$ cat src/rtl/tt_scan_ctrl.sv
// Scan-chain sequencer: shifts a latched pattern MSB-first into a target chain while capturing its old contents.
// Optional macro TT_SCAN_CTRL_VERIFY_EN adds a second read-back burst and the o_verify_err flag.
module tt_scan_ctrl #(
   parameter int CHAIN_LEN = 4,
   parameter int CNT_W     = $clog2(CHAIN_LEN + 1)
) (
   input  logic                 i_clk,
   input  logic                 i_rst,
   input  logic                 i_start,
   input  logic [CHAIN_LEN-1:0] i_load_data,
   output logic                 o_busy,
   output logic                 o_done,
   output logic [CHAIN_LEN-1:0] o_capture_data,
   output logic                 o_scan_en,
   output logic                 o_scan_in,
   input  logic                 i_scan_out,
   output logic                 o_verify_err
);

   localparam logic [CNT_W-1:0] LAST_K = CNT_W'(CHAIN_LEN - 1);

   typedef enum logic [1:0] {
      ST_IDLE,
      ST_SHIFT,
`ifdef TT_SCAN_CTRL_VERIFY_EN
      ST_VERIFY,
`endif
      ST_DONE
   } state_t;

   state_t                 state_reg, state_next;
   logic [CNT_W-1:0]       cnt_reg, cnt_next;
   logic [CHAIN_LEN-1:0]   shift_reg;
   logic [CHAIN_LEN-2:0]   cap_reg;
   logic [CHAIN_LEN-1:0]   cap_full;
   logic                   last_bit;
   logic                   busy_next, done_next, scan_en_next, scan_in_next;

   // cap_full includes the bit being sampled on the current edge
   assign cap_full = {cap_reg, i_scan_out};
   assign last_bit = (cnt_reg == LAST_K);

`ifdef TT_SCAN_CTRL_VERIFY_EN
   logic [CHAIN_LEN-1:0] load_reg;
   logic [CHAIN_LEN-1:0] first_cap_reg;
   logic [CHAIN_LEN-1:0] bit_diff;

   for (genvar gi = 0; gi < CHAIN_LEN; gi++) begin : g_diff
      assign bit_diff[gi] = cap_full[gi] ^ load_reg[gi];
   end
`else
   assign o_verify_err = 1'b0;
`endif

   always_ff @(posedge i_clk) begin
      if (i_rst) begin
         state_reg <= ST_IDLE;
      end else begin
         state_reg <= state_next;
      end
   end

   always_comb begin
      state_next = state_reg;
      unique case (state_reg)
         ST_IDLE:  if (i_start) state_next = ST_SHIFT;
`ifdef TT_SCAN_CTRL_VERIFY_EN
         ST_SHIFT:  if (last_bit) state_next = ST_VERIFY;
         ST_VERIFY: if (last_bit) state_next = ST_DONE;
`else
         ST_SHIFT:  if (last_bit) state_next = ST_DONE;
`endif
         ST_DONE:  state_next = ST_IDLE;
         default:  state_next = ST_IDLE;
      endcase
   end

   // Output comb: next values of the registered pins, derived from the coming state
   always_comb begin
      busy_next    = (state_next != ST_IDLE);
      done_next    = (state_next == ST_DONE);
`ifdef TT_SCAN_CTRL_VERIFY_EN
      scan_en_next = (state_next == ST_SHIFT) || (state_next == ST_VERIFY);
`else
      scan_en_next = (state_next == ST_SHIFT);
`endif
      scan_in_next = 1'b0;
      cnt_next     = '0;
      unique case (state_reg)
         ST_IDLE: begin
            if (i_start) scan_in_next = i_load_data[CHAIN_LEN-1];
         end
         ST_SHIFT: begin
            if (!last_bit) begin
               scan_in_next = shift_reg[CHAIN_LEN-2];
               cnt_next     = cnt_reg + 1'b1;
            end
`ifdef TT_SCAN_CTRL_VERIFY_EN
            else begin
               scan_in_next = load_reg[CHAIN_LEN-1];
            end
`endif
         end
`ifdef TT_SCAN_CTRL_VERIFY_EN
         ST_VERIFY: begin
            if (!last_bit) begin
               scan_in_next = shift_reg[CHAIN_LEN-2];
               cnt_next     = cnt_reg + 1'b1;
            end
         end
`endif
         default: begin
            scan_in_next = 1'b0;
            cnt_next     = '0;
         end
      endcase
   end

   always_ff @(posedge i_clk) begin
      if (i_rst) begin
         cnt_reg        <= '0;
         shift_reg      <= '0;
         cap_reg        <= '0;
         o_busy         <= 1'b0;
         o_done         <= 1'b0;
         o_scan_en      <= 1'b0;
         o_scan_in      <= 1'b0;
         o_capture_data <= '0;
`ifdef TT_SCAN_CTRL_VERIFY_EN
         load_reg       <= '0;
         first_cap_reg  <= '0;
         o_verify_err   <= 1'b0;
`endif
      end else begin
         cnt_reg   <= cnt_next;
         o_busy    <= busy_next;
         o_done    <= done_next;
         o_scan_en <= scan_en_next;
         o_scan_in <= scan_in_next;
         unique case (state_reg)
            ST_IDLE: begin
               if (i_start) begin
                  shift_reg <= i_load_data;
`ifdef TT_SCAN_CTRL_VERIFY_EN
                  load_reg     <= i_load_data;
                  o_verify_err <= 1'b0;
`endif
               end
            end
            ST_SHIFT: begin
               cap_reg   <= cap_full[CHAIN_LEN-2:0];
               shift_reg <= shift_reg << 1;
               if (last_bit) begin
`ifdef TT_SCAN_CTRL_VERIFY_EN
                  first_cap_reg <= cap_full;
                  shift_reg     <= load_reg;
`else
                  o_capture_data <= cap_full;
`endif
               end
            end
`ifdef TT_SCAN_CTRL_VERIFY_EN
            ST_VERIFY: begin
               cap_reg   <= cap_full[CHAIN_LEN-2:0];
               shift_reg <= shift_reg << 1;
               if (last_bit) begin
                  o_capture_data <= first_cap_reg;
                  o_verify_err   <= |bit_diff;
               end
            end
`endif
            default: begin
               cap_reg <= cap_reg;
            end
         endcase
      end
   end

endmodule

$ cat config.mk
export PLATFORM = sky130hd
export DESIGN_NAME = tt_scan_ctrl
export DESIGN_NICKNAME = d
export VERILOG_FILES = /design/src/rtl/tt_scan_ctrl.sv
export SDC_FILE = /design/constraint.sdc
export NUM_CORES = 1
export LEC_CHECK = 0
export ABC_AREA = 1
export BUFFER_PORTS_ARGS = -buffer_cell sky130_fd_sc_hd__buf_2
export CAP_MARGIN = 20
export CORE_MARGIN = 1.5
export CORE_UTILIZATION = 44
export DETAILED_ROUTE_END_ITERATION = 8
export PLACE_DENSITY = 0.7
export RECOVER_POWER = 100
export SETUP_SLACK_MARGIN = 0.2
export SLEW_MARGIN = 10
export SYNTH_ARGS = -nofsm -noshare
export SYNTH_HDL_FRONTEND = slang
export SYNTH_SLANG_ARGS = --single-unit
$ cat constraint.sdc
create_clock -name i_clk -period 1.1 [get_ports i_clk]
set_input_delay 0.165 -clock i_clk [delete_from_list [all_inputs] [get_ports i_clk]]
set_output_delay 0.165 -clock i_clk [all_outputs]
set_load 0.005 [all_outputs]
# Yosys cells after proc, flatten, opt, wreduce, memory -nomap -nowiden

Cells that the tools add are included.
W data, S select, Z words.

Reductions and logical operators: 6
$add $sub $neg: 1
Eq/ne operators: 5
Bitwise logic cells: 1
Mux-type cells: 8

Operators with widths:

| operator              | count |
|---|---|
| $pmux W3 S2           | 1 |
| $eq A2 B1 Y1 const B  | 2 |
| $mux W2               | 2 |
| $pmux W2 S2           | 1 |
| $reduce_and A2 Y1     | 2 |
| $reduce_bool A2 Y1    | 2 |
| $add A3 B1 Y3 const B | 1 |
| $eq A3 B2 Y1 const B  | 1 |
| $mux W3               | 1 |
| $reduce_or A3 Y1      | 1 |
| $eq A2 B2 Y1 const B  | 1 |
| $logic_not A2 Y1      | 1 |
| $mux W1               | 2 |
| $ne A2 B2 Y1 const B  | 1 |
| $pmux W1 S2           | 1 |
| $not A1 Y1            | 1 |

Flip-flop bits (word level): 19
Logic and storage cells: 30

# Logic depth before layout (Yosys ltp)

Gate-level depths: netlist (run 1).

Depth in word-level cells: 4
Gate-level depth with buffers: 7
Depth with buffers taken out: 7

# Worst setup path before layout (run 1)

OpenSTA, ideal clock, no wires.

Path type: register -> register
Start point: reg cnt_reg[0]
End point: reg o_capture_data[2]
Clock period less this slack: 1139 ps
Arrival time: 1069 ps
Library setup time: 70 ps
Stages on the path, launching flop included: 8
Path buffers: 0
Setup slack: -39 ps
Cells stage by stage: dfxtp_1 -> ha_1 -> ha_1 -> nand2_1 -> inv_1 -> nand2_1 -> nand2_1 -> a21oi_1

Cells in the longest elaborated chain, start to end: 2

RTL lines:

| what                               | RTL line | RTL |
|---|---|---|
| from (decl)                        | 32       | `logic [CNT_W-1:0] cnt_reg, cnt_next;` |
| from (signal assigned)             | 135      | `cnt_reg <= cnt_next;` |
| $eq A3 B2 Y1                       | 41       | `assign last_bit = (cnt_reg == LAST_K);` |
| $reduce_and A2 Y1 (no source line) | -        |  |
| to (signal assigned)               | 158      | `o_capture_data <= cap_full;` |
| to (decl)                          | 13       | `output logic [CHAIN_LEN-1:0] o_capture_data,` |

No other way between the ends.
A chain may end at the register's enable or synchronous reset.

# Final worst setup path (run 1)

Same ends and word-level chain as after synthesis.

==> impl.org, run 1 <==
** Timing
- Highest achievable clock rate :: 909 MHz
- Endpoints failing hold :: 0
- Setup repair after global routing could not meet its margin everywhere.
- Adding up every negative setup slack in the final design gives -0.000672 ns.
- Final number of setup-violating endpoints :: 1
- Between clock sinks in the finished design, the worst skew comes to 0.00350 ns.
- The final max-slew violation count was 0.
- Of the available clock period, the critical path in the final layout requires 100%.
- Crit path time final :: 1.10 ns
- Setup slack of the critical path after layout :: -0.000672 ns

** Logic synthesis
- Avg Cell Area, Syn :: 7.79 µm²
- Sequential fraction of the synthesis area :: 54.3%
- Post-synthesis cell type count :: 14
- Number of synthesized register bits :: 19
- The Yosys step of the flow raised 0 warnings.
- Yosys mapped a number of flops with a built-in enable equal to 0.
- Synthesis produced a netlist with a net count of 100.
- After synthesis the cells add up to 701 µm².
- Cell count after synthesis :: 90
- Library cell with the highest instance count after synthesis :: nor2_1
- Main flop type after synthesis :: dfxtp_1
- Leading post-synthesis cells by cell area :: dfxtp_1 54%, nor2_1 12%, nand2_1 8.0%
- The commonest cells after synthesis are 22 x nor2_1, 19 x dfxtp_1, 15 x nand2_1.
- Post-synth top area share :: 54.3%
- Of all flip-flops after synthesis, the portion carrying an async set or reset was 0%.
- Yosys top cell by area :: dfxtp_1

** Floorplan
- Number of standard-cell rows in the floorplan :: 14
- For this configuration, the core starts out at a cell density of 46.5%.
- Die outline width :: 42.9 µm
- Die outline area :: 1840 µm²
- The floorplan step set the die height to 42.9 µm.
- Core Footprint :: 1510 µm²
- I/O pin total :: 17

** Finish
- Multi-input gate area :: 338 µm²
- Non-filler cells, final :: 127
- The register with the most flip-flops in the final layout is o_capture_data.
- Counting the fill cells in the layout gives 125.
- The register with the most flip-flops in the layout has 4 of them.
- Fraction of layout instances using a drive strength above 1 :: 38.7%
- Signed area change from the synthesized netlist to the final layout :: 33.6%
- Layout Cell Area excl Fill :: 936 µm²
- The sequential cells in the finished layout cover a total of 392 µm².
- 0 antenna diodes ended up in the layout.
- The final layout contains 122 nets.

** Clock tree
- Clock tree synthesis selected as its root buffer the cell clkbuf_4.
- CTS built an H-tree with a depth of 1.
- Clock net sink count :: 19
- Buffers inserted during clock tree synthesis total 3.
- Clock latency reported for the late side of the worst-skew pair :: 0.29 ns
- Clock-pin slew was measured on the worst setup and hold paths at 0.10 ns.
- Clock tree from TritonCTS :: built
- The clock passes through at most 2 buffers.

** Worst setup path
- The slowest stage of the critical path is the dfxtp_2 cell.
- The startpoint identified for the worst register-to-register timing path is cnt_reg[0].
- For this run, the slowest stage of the critical path takes 0.35 ns.
- Startpoint of the most critical setup path :: cnt_reg[0]
- For the worst setup path, the data arrival time is 1.33 ns.
- Cells along the critical path :: ha_4 > ha_4 > nand2_4 > inv_4 > nand2_4 > nand2_1 > a21oi_2
- Worst setup SP type :: flip-flop
- Critical Setup Path Class :: reg2reg
- Along the worst path, the maximum fanout reaches 6.
- Crit path capture type :: flip-flop
- Required time reported for the critical path endpoint :: 1.33 ns

** Drt
- Final routed wire length divided by cell count :: 10.3 µm
- Wire length on met2 :: 585 µm
- Max Used Layer :: met4
- DRC marker count from the first detailed-route iteration :: 14
- Detailed routing inserted a total of 597 vias.
- The count of nets left with antenna violations once routing finished came out at 0.
- After detailed routing, the total wire length is 1300 µm.
- Number of optimization iterations in the first detailed-route pass :: 4
- Avg Vias per Cell :: 4.70
- The routed design uses 59 µm of met3 wire.
- In the routed design, unresolved DRC markers number 0.
- Post-route met1 wirelength :: 631 µm

** Global routing
- All-layer global routing usage :: 17.1%
- Largest net degree at the start of global routing :: 12
- Global-route wire length before repair :: 2330 µm
- Antenna violations before repair :: 0
- Via count of the first global-routing pass :: 555
- Summed over all layers, the global routing overflow is 0.

** Place
- IO buf count :: 15
- The congestion estimate from routability-driven global placement came to 0.758.
- The placed instances occupy a cell area of 858 µm².
- Post-Place Worst Slack :: 0.0252 ns
- Placed insts :: 122
- Detailed-placement wirelength estimate :: 977 µm

** Power
- Leakage :: 0.423 nW
- Overall Power :: 1.18 mW
- Total power per unit cell area :: 1260 nW/µm²
- Across the VDD grid, the largest voltage drop is 0.892 mV.

** Job
- Max-cap violations in this run came to 0.

** Min path
- Type of the most critical hold path :: in2reg
- The worst hold path begins at i_scan_out.

** Outcome
- Violated checks :: negative setup slack
- Status :: finished, violations left
-- what timing repair did --
action / CTS / global route
hold buffers: 0 / 0
cloned: 0 / 0
resized for setup: 12 / 7
pin swaps: 6 / 3
endpoints found under the setup margin: 23 / 25
setup buffers: 1 / 0
hold endpoints to repair: 0 / 0
-- where the power goes --
part,switching [mW],internal (mW),total [mW]
Clock,0.203,0.141,0.344
Combinational,0.0617,0.0468,0.109
Sequential,0.0167,0.713,0.730
-- critical path: cells and delay by family (launching register included) --
family | cells | cell delay, ns
compound gates | 1 | 0.11
fa+ha+maj | 2 | 0.32
buf+inv | 1 | 0.04
flops | 1 | 0.35
simple gates | 3 | 0.22
-- worst paths after layout --
kind,endpoint,depth (start not counted),slack [ns]
max,o_capture_data[2],7,-0.0007
min reg2reg,cnt_reg[0],1,0.43
min,o_capture_data[0],3,0.11
max reg2reg,o_capture_data[2],7,-0.0007
-- area by class of cell --
| class | instances | share of cell area [%] |
|---|---|---|
| clock buffer | 4 | 2.81 |
| sequential | 19 | 41.8 |
| multi-input combinational | 58 | 36.1 |
| tap | 16 | 2.14 |
| inverter | 11 | 4.68 |
| timing repair buffer | 19 | 12.4 |
-- cells in the final DEF, fill, tap and decap left out, types with 2 or more instances in the layout --
cell	n
a21oi_1	5
buf_2	12
buf_4	2
buf_6	3
clkbuf_1	3
clkbuf_4	3
dfxtp_1	12
dfxtp_2	6
ha_4	2
inv_1	9
nand2_1	9
nand2_2	4
nand2_4	2
nand3_1	3
nor2_1	19
nor2_4	2
nor3_1	2
o21ai_1	4
o21ai_2	2
-- per-stage QoR --
step           util (%)  hold WS (ns)
6_report           62.1         0.107
5_1_grt            62.1         0.112
4_1_cts            60.9        0.0912
3_5_place_dp       57.0         0.418
3_3_place_gp       57.0         0.413
2_1_floorplan         -         0.300
-- layer usage --
layer,up-vias,global-route usage [%]
li1,322,-
met1,259,24.3
met2,12,23.0
met3,4,4.68
met4,0,9.38
met5,-,0
-- kinds of logic (layout without fill, tap and decap cells) --
logic type | after synthesis | in the layout | synth area share (%)
and+or+nand+nor | 43 | 43 | 24.3
adders and majority gates | 2 | 2 | 3.57
buffers and inverters | 13 | 34 | 7.68
other | 1 | 1 | 0.535
AOI/OAI and AO/OA | 12 | 12 | 9.64
DFF | 19 | 19 | 54.3
Power figures use the tool's default switching activity.
==> inputs of run 2 (changes only) <==
Settings changed: BUFFER_PORTS_ARGS -buffer_cell sky130_fd_sc_hd__buf_2 to unset, CORE_UTILIZATION 44 to 51, DONT_BUFFER_PORTS set to 1, PLACE_DENSITY 0.7 to 0.69.
==> impl.org, run 2 (synthesis gave the netlist of run 1 again) <==
** Finish
- The fraction of final layout cells sized beyond drive strength 1 was 37.4% (was 38.7%).
- Number of flip-flops under the largest register name :: 4 (unchanged)
- The area overhead of the layout relative to synthesis is 33.8% (was 33.6%).
- Commonest non-fill, non-tap cell in the layout :: dfxtp_1 (was nor2_1)
- Most frequent cells in the layout :: 15 x dfxtp_1, 13 x nor2_1, 10 x nand2_1 (was 19 x nor2_1, 12 x dfxtp_1, 12 x buf_2)
- Number of inserted filler cells in the final layout :: 105 (was 125)
- The post-route core utilization was 72.9% (was 62.1%).
- Largest reg by FF count :: o_capture_data (unchanged)
- The number of nets in the layout is 110 (was 122).
- Final antenna diode count :: 0 (unchanged)

** Outcome
- Status: finished, violations left (unchanged).
- Violated checks :: negative hold slack (was negative setup slack)

** Timing
- The summed negative setup slack over all endpoints is 0 ns (was -0.000672 ns).
- Worst Hold Slack :: -0.0979 ns (was 0.107 ns)
- Max Clock Skew :: 0.00631 ns (was 0.00350 ns)
- Ratio of final minimum period to clock period :: 99.7% (was 100%)
- Unrepaired setup endpoints after global routing: true (unchanged).
- Highest achievable clock rate :: 912 MHz (was 909 MHz)
- Number of slew-limit violations in the final report :: 0 (unchanged)
- Final number of setup-violating endpoints :: 0 (was 1)
- Crit path time final :: 1.10 ns (about the same)
- Endpoints failing hold :: 9 (was 0)

** Worst setup path
- The critical-path cell with the highest stage delay is dfxtp_2 (unchanged).
- Crit path capture type :: flip-flop (unchanged)
- Maximum single-stage delay on the critical path :: 0.35 ns (about the same)
- The startpoint-to-endpoint class of the critical path was reg2reg (unchanged).
- CP Max Fanout :: 6 (unchanged)
- Required time reported for the critical path endpoint :: 1.35 ns (was 1.33 ns)
- Worst-case reg-to-reg path depth :: 7 (unchanged)
- Data arrival time at the worst-slack endpoint :: 1.34 ns (was 1.33 ns)
- Cells along the critical path: ha_4 > ha_4 > nand2_4 > inv_4 > nand2_8 > nand2_1 > a21oi_1 (was ha_4 > ha_4 > nand2_4 > inv_4 > nand2_4 > nand2_1 > a21oi_2).
- Most numerous cell on the critical path :: ha_4
- The type of origin of the critical path is a flip-flop (unchanged).

** Drt
- Antenna viol nets, final :: 0 (unchanged)
- The average routed wire per standard cell came to 12.4 µm (was 10.3 µm).
- The wire length after detailed routing was 1410 µm (was 1300 µm).
- Count of unresolved DRC violations after routing :: 0 (unchanged)
- The first-pass iteration count of the detailed router is 3 (was 4).
- The total number of vias came to 578 (was 597).
- The DRC marker count from the first detailed-route iteration is 5 (was 14).
- The mean number of vias per cell is 5.07 (was 4.70).

** Power
- Portion of total power attributed to combinational logic :: 9.7% (was 9.2%)
- The relative contribution of sequential cells to total power is 60.6% (was 61.7%).
- The power density over the cells was 1280 nW/µm² (was 1260 nW/µm²).
- The maximum ir drop on the vdd rail is 0.983 mV (was 0.892 mV).
- Switch Pwr :: 0.301 mW (was 0.281 mW)
- The leakage power came to 0.396 nW (was 0.423 nW).
- The internal power component came to 0.901 mW (about the same).
- Clock Power Share :: 29.7% (was 29.1%)
- The switching share of total power was 25.0% (was 23.8%).

** Global routing
- The global-route wire length before repair is 2000 µm (was 2330 µm).
- Antenna violations before repair :: 0 (unchanged)
- The largest net degree at the start of global routing is 12 (unchanged).
- The total congestion overflow after global routing is 0 (unchanged).
- The number of global-route vias before repair was 465 (was 555).
- The all-layer global routing usage came to 20.0% (was 17.1%).

** Floorplan
- The I/O pin total came to 17 (unchanged).
- The total number of placement rows was 13 (was 14).
- The initial cell density of the core was 54.5% (was 46.5%).
- Die outline area :: 1610 µm² (was 1840 µm²)
- Die outline width :: 40.1 µm (was 42.9 µm)
- Chip height :: 40.1 µm (was 42.9 µm)
- The core outline area is 1280 µm² (was 1510 µm²).

** Clock tree
- The latest clock arrival within the worst-skew pair came to 0.30 ns (was 0.29 ns).
- Number of H-tree levels :: 1 (unchanged)
- The clock tree buffer depth is 2 (unchanged).
- The number of buffers created by CTS is 3 (unchanged).
- Cts hold-fix bufs :: 1 (was 0)
- CTS root buf :: clkbuf_4 (unchanged)
- The clock transition time at the flip-flop clock pins of the worst setup and hold paths is 0.11 ns (was 0.10 ns).
- The sink count of the clock tree is 19 (unchanged).
- Clock tree from TritonCTS :: built (unchanged)

** Job
- The max-cap violation count was 0 (unchanged).

** Min path
- The classification of the worst-slack hold path was in2reg (unchanged).
- The hold path depth was 1 (was 3).

** Place
- GPL Wtd Cong :: 0.693 (was 0.758)
- Detailed-placement wirelength estimate :: 855 µm (was 977 µm)
- IO buf count :: 0 (was 15)
==> run 2: cell types whose count changed in the layout (fill, tap and decap cells not counted), sizes merged <==
cell / before / now
clkinv: 0 / 1
dlygate4sd3: 0 / 1
clkbuf: 6 / 4
buf: 17 / 5
==> run 2: power by group through the flow <==
stage	registers [mW]	logic [mW]	clock network, mW
after floorplan	0.744	0.0642	0
after global placement	0.746	0.0704	0
after detailed placement	0.747	0.0715	0
after CTS	0.730	0.0850	0.362
after global routing	0.733	0.130	0.394
final	0.729	0.117	0.357
==> run 2: timing repair <==
item | CTS | global route
gates resized for setup | 8 | 21
hold endpoints to repair | 10 | 9
endpoints found under the setup margin | 18 | 18
buffers inserted | 1 | 2
cloned | 0 | 0
pin swaps | 3 | 9
==> run 2: stage by stage <==
step | cells | area, µm² | total power, mW | worst slack, ns
after global placement | 106 | 782 | 0.816 | 0.0357
final | 114 | 937 | 1.20 | 0.00293
after floorplan | 90 | 753 | 0.808 | 0.0870
after CTS | 112 | 848 | 1.18 | 0.00219
after detailed placement | 106 | 782 | 0.818 | 0.0335
after global routing | 114 | 937 | 1.26 | -0.0721
==> run 2: layout make-up <==
cell class	instances	area, µm²	area share [%]
clock buffer	3	22.5	2.40
timing repair buffer	7	72.6	7.74
inverter	11	46.3	4.94
clock inverter	1	5.00	0.534
multi-input combinational	58	382	40.7
tap	15	18.8	2.00
sequential	19	390	41.7
==> run 2: routing by layer <==
| layer | track usage, % | vias up | wire length [µm] |
|---|---|---|---|
| met3 | 8.89 | 4 | 56 |
| met2 | 28.2 | 11 | 694 |
| li1 | - | 298 | - |
| met5 | 0 | - | 0 |
| met4 | 12.9 | 0 | 27 |
| met1 | 24.2 | 265 | 632 |
==> run 2: path summary, 6_finish.rpt <==
kind / to / slack [ns] / from
hold reg to reg: shift_reg[0] / 0.47 / shift_reg[0]
setup reg to reg: o_capture_data[2] / 0.003 / cnt_reg[0]
hold / removal: state_reg[1] / -0.1 / i_rst
setup / recovery: o_capture_data[2] / 0.003 / cnt_reg[0]
==> run 2: critical path, delay by kind of cell (launching register included) <==
| kind | cells | cell delay, ns |
|---|---|---|
| AO/OA/AOI/OAI | 1 | 0.11 |
| adder cells (fa/ha/maj) | 2 | 0.32 |
| buffers and inverters | 1 | 0.05 |
| flip-flops | 1 | 0.35 |
| AND/OR/NAND/NOR | 3 | 0.21 |
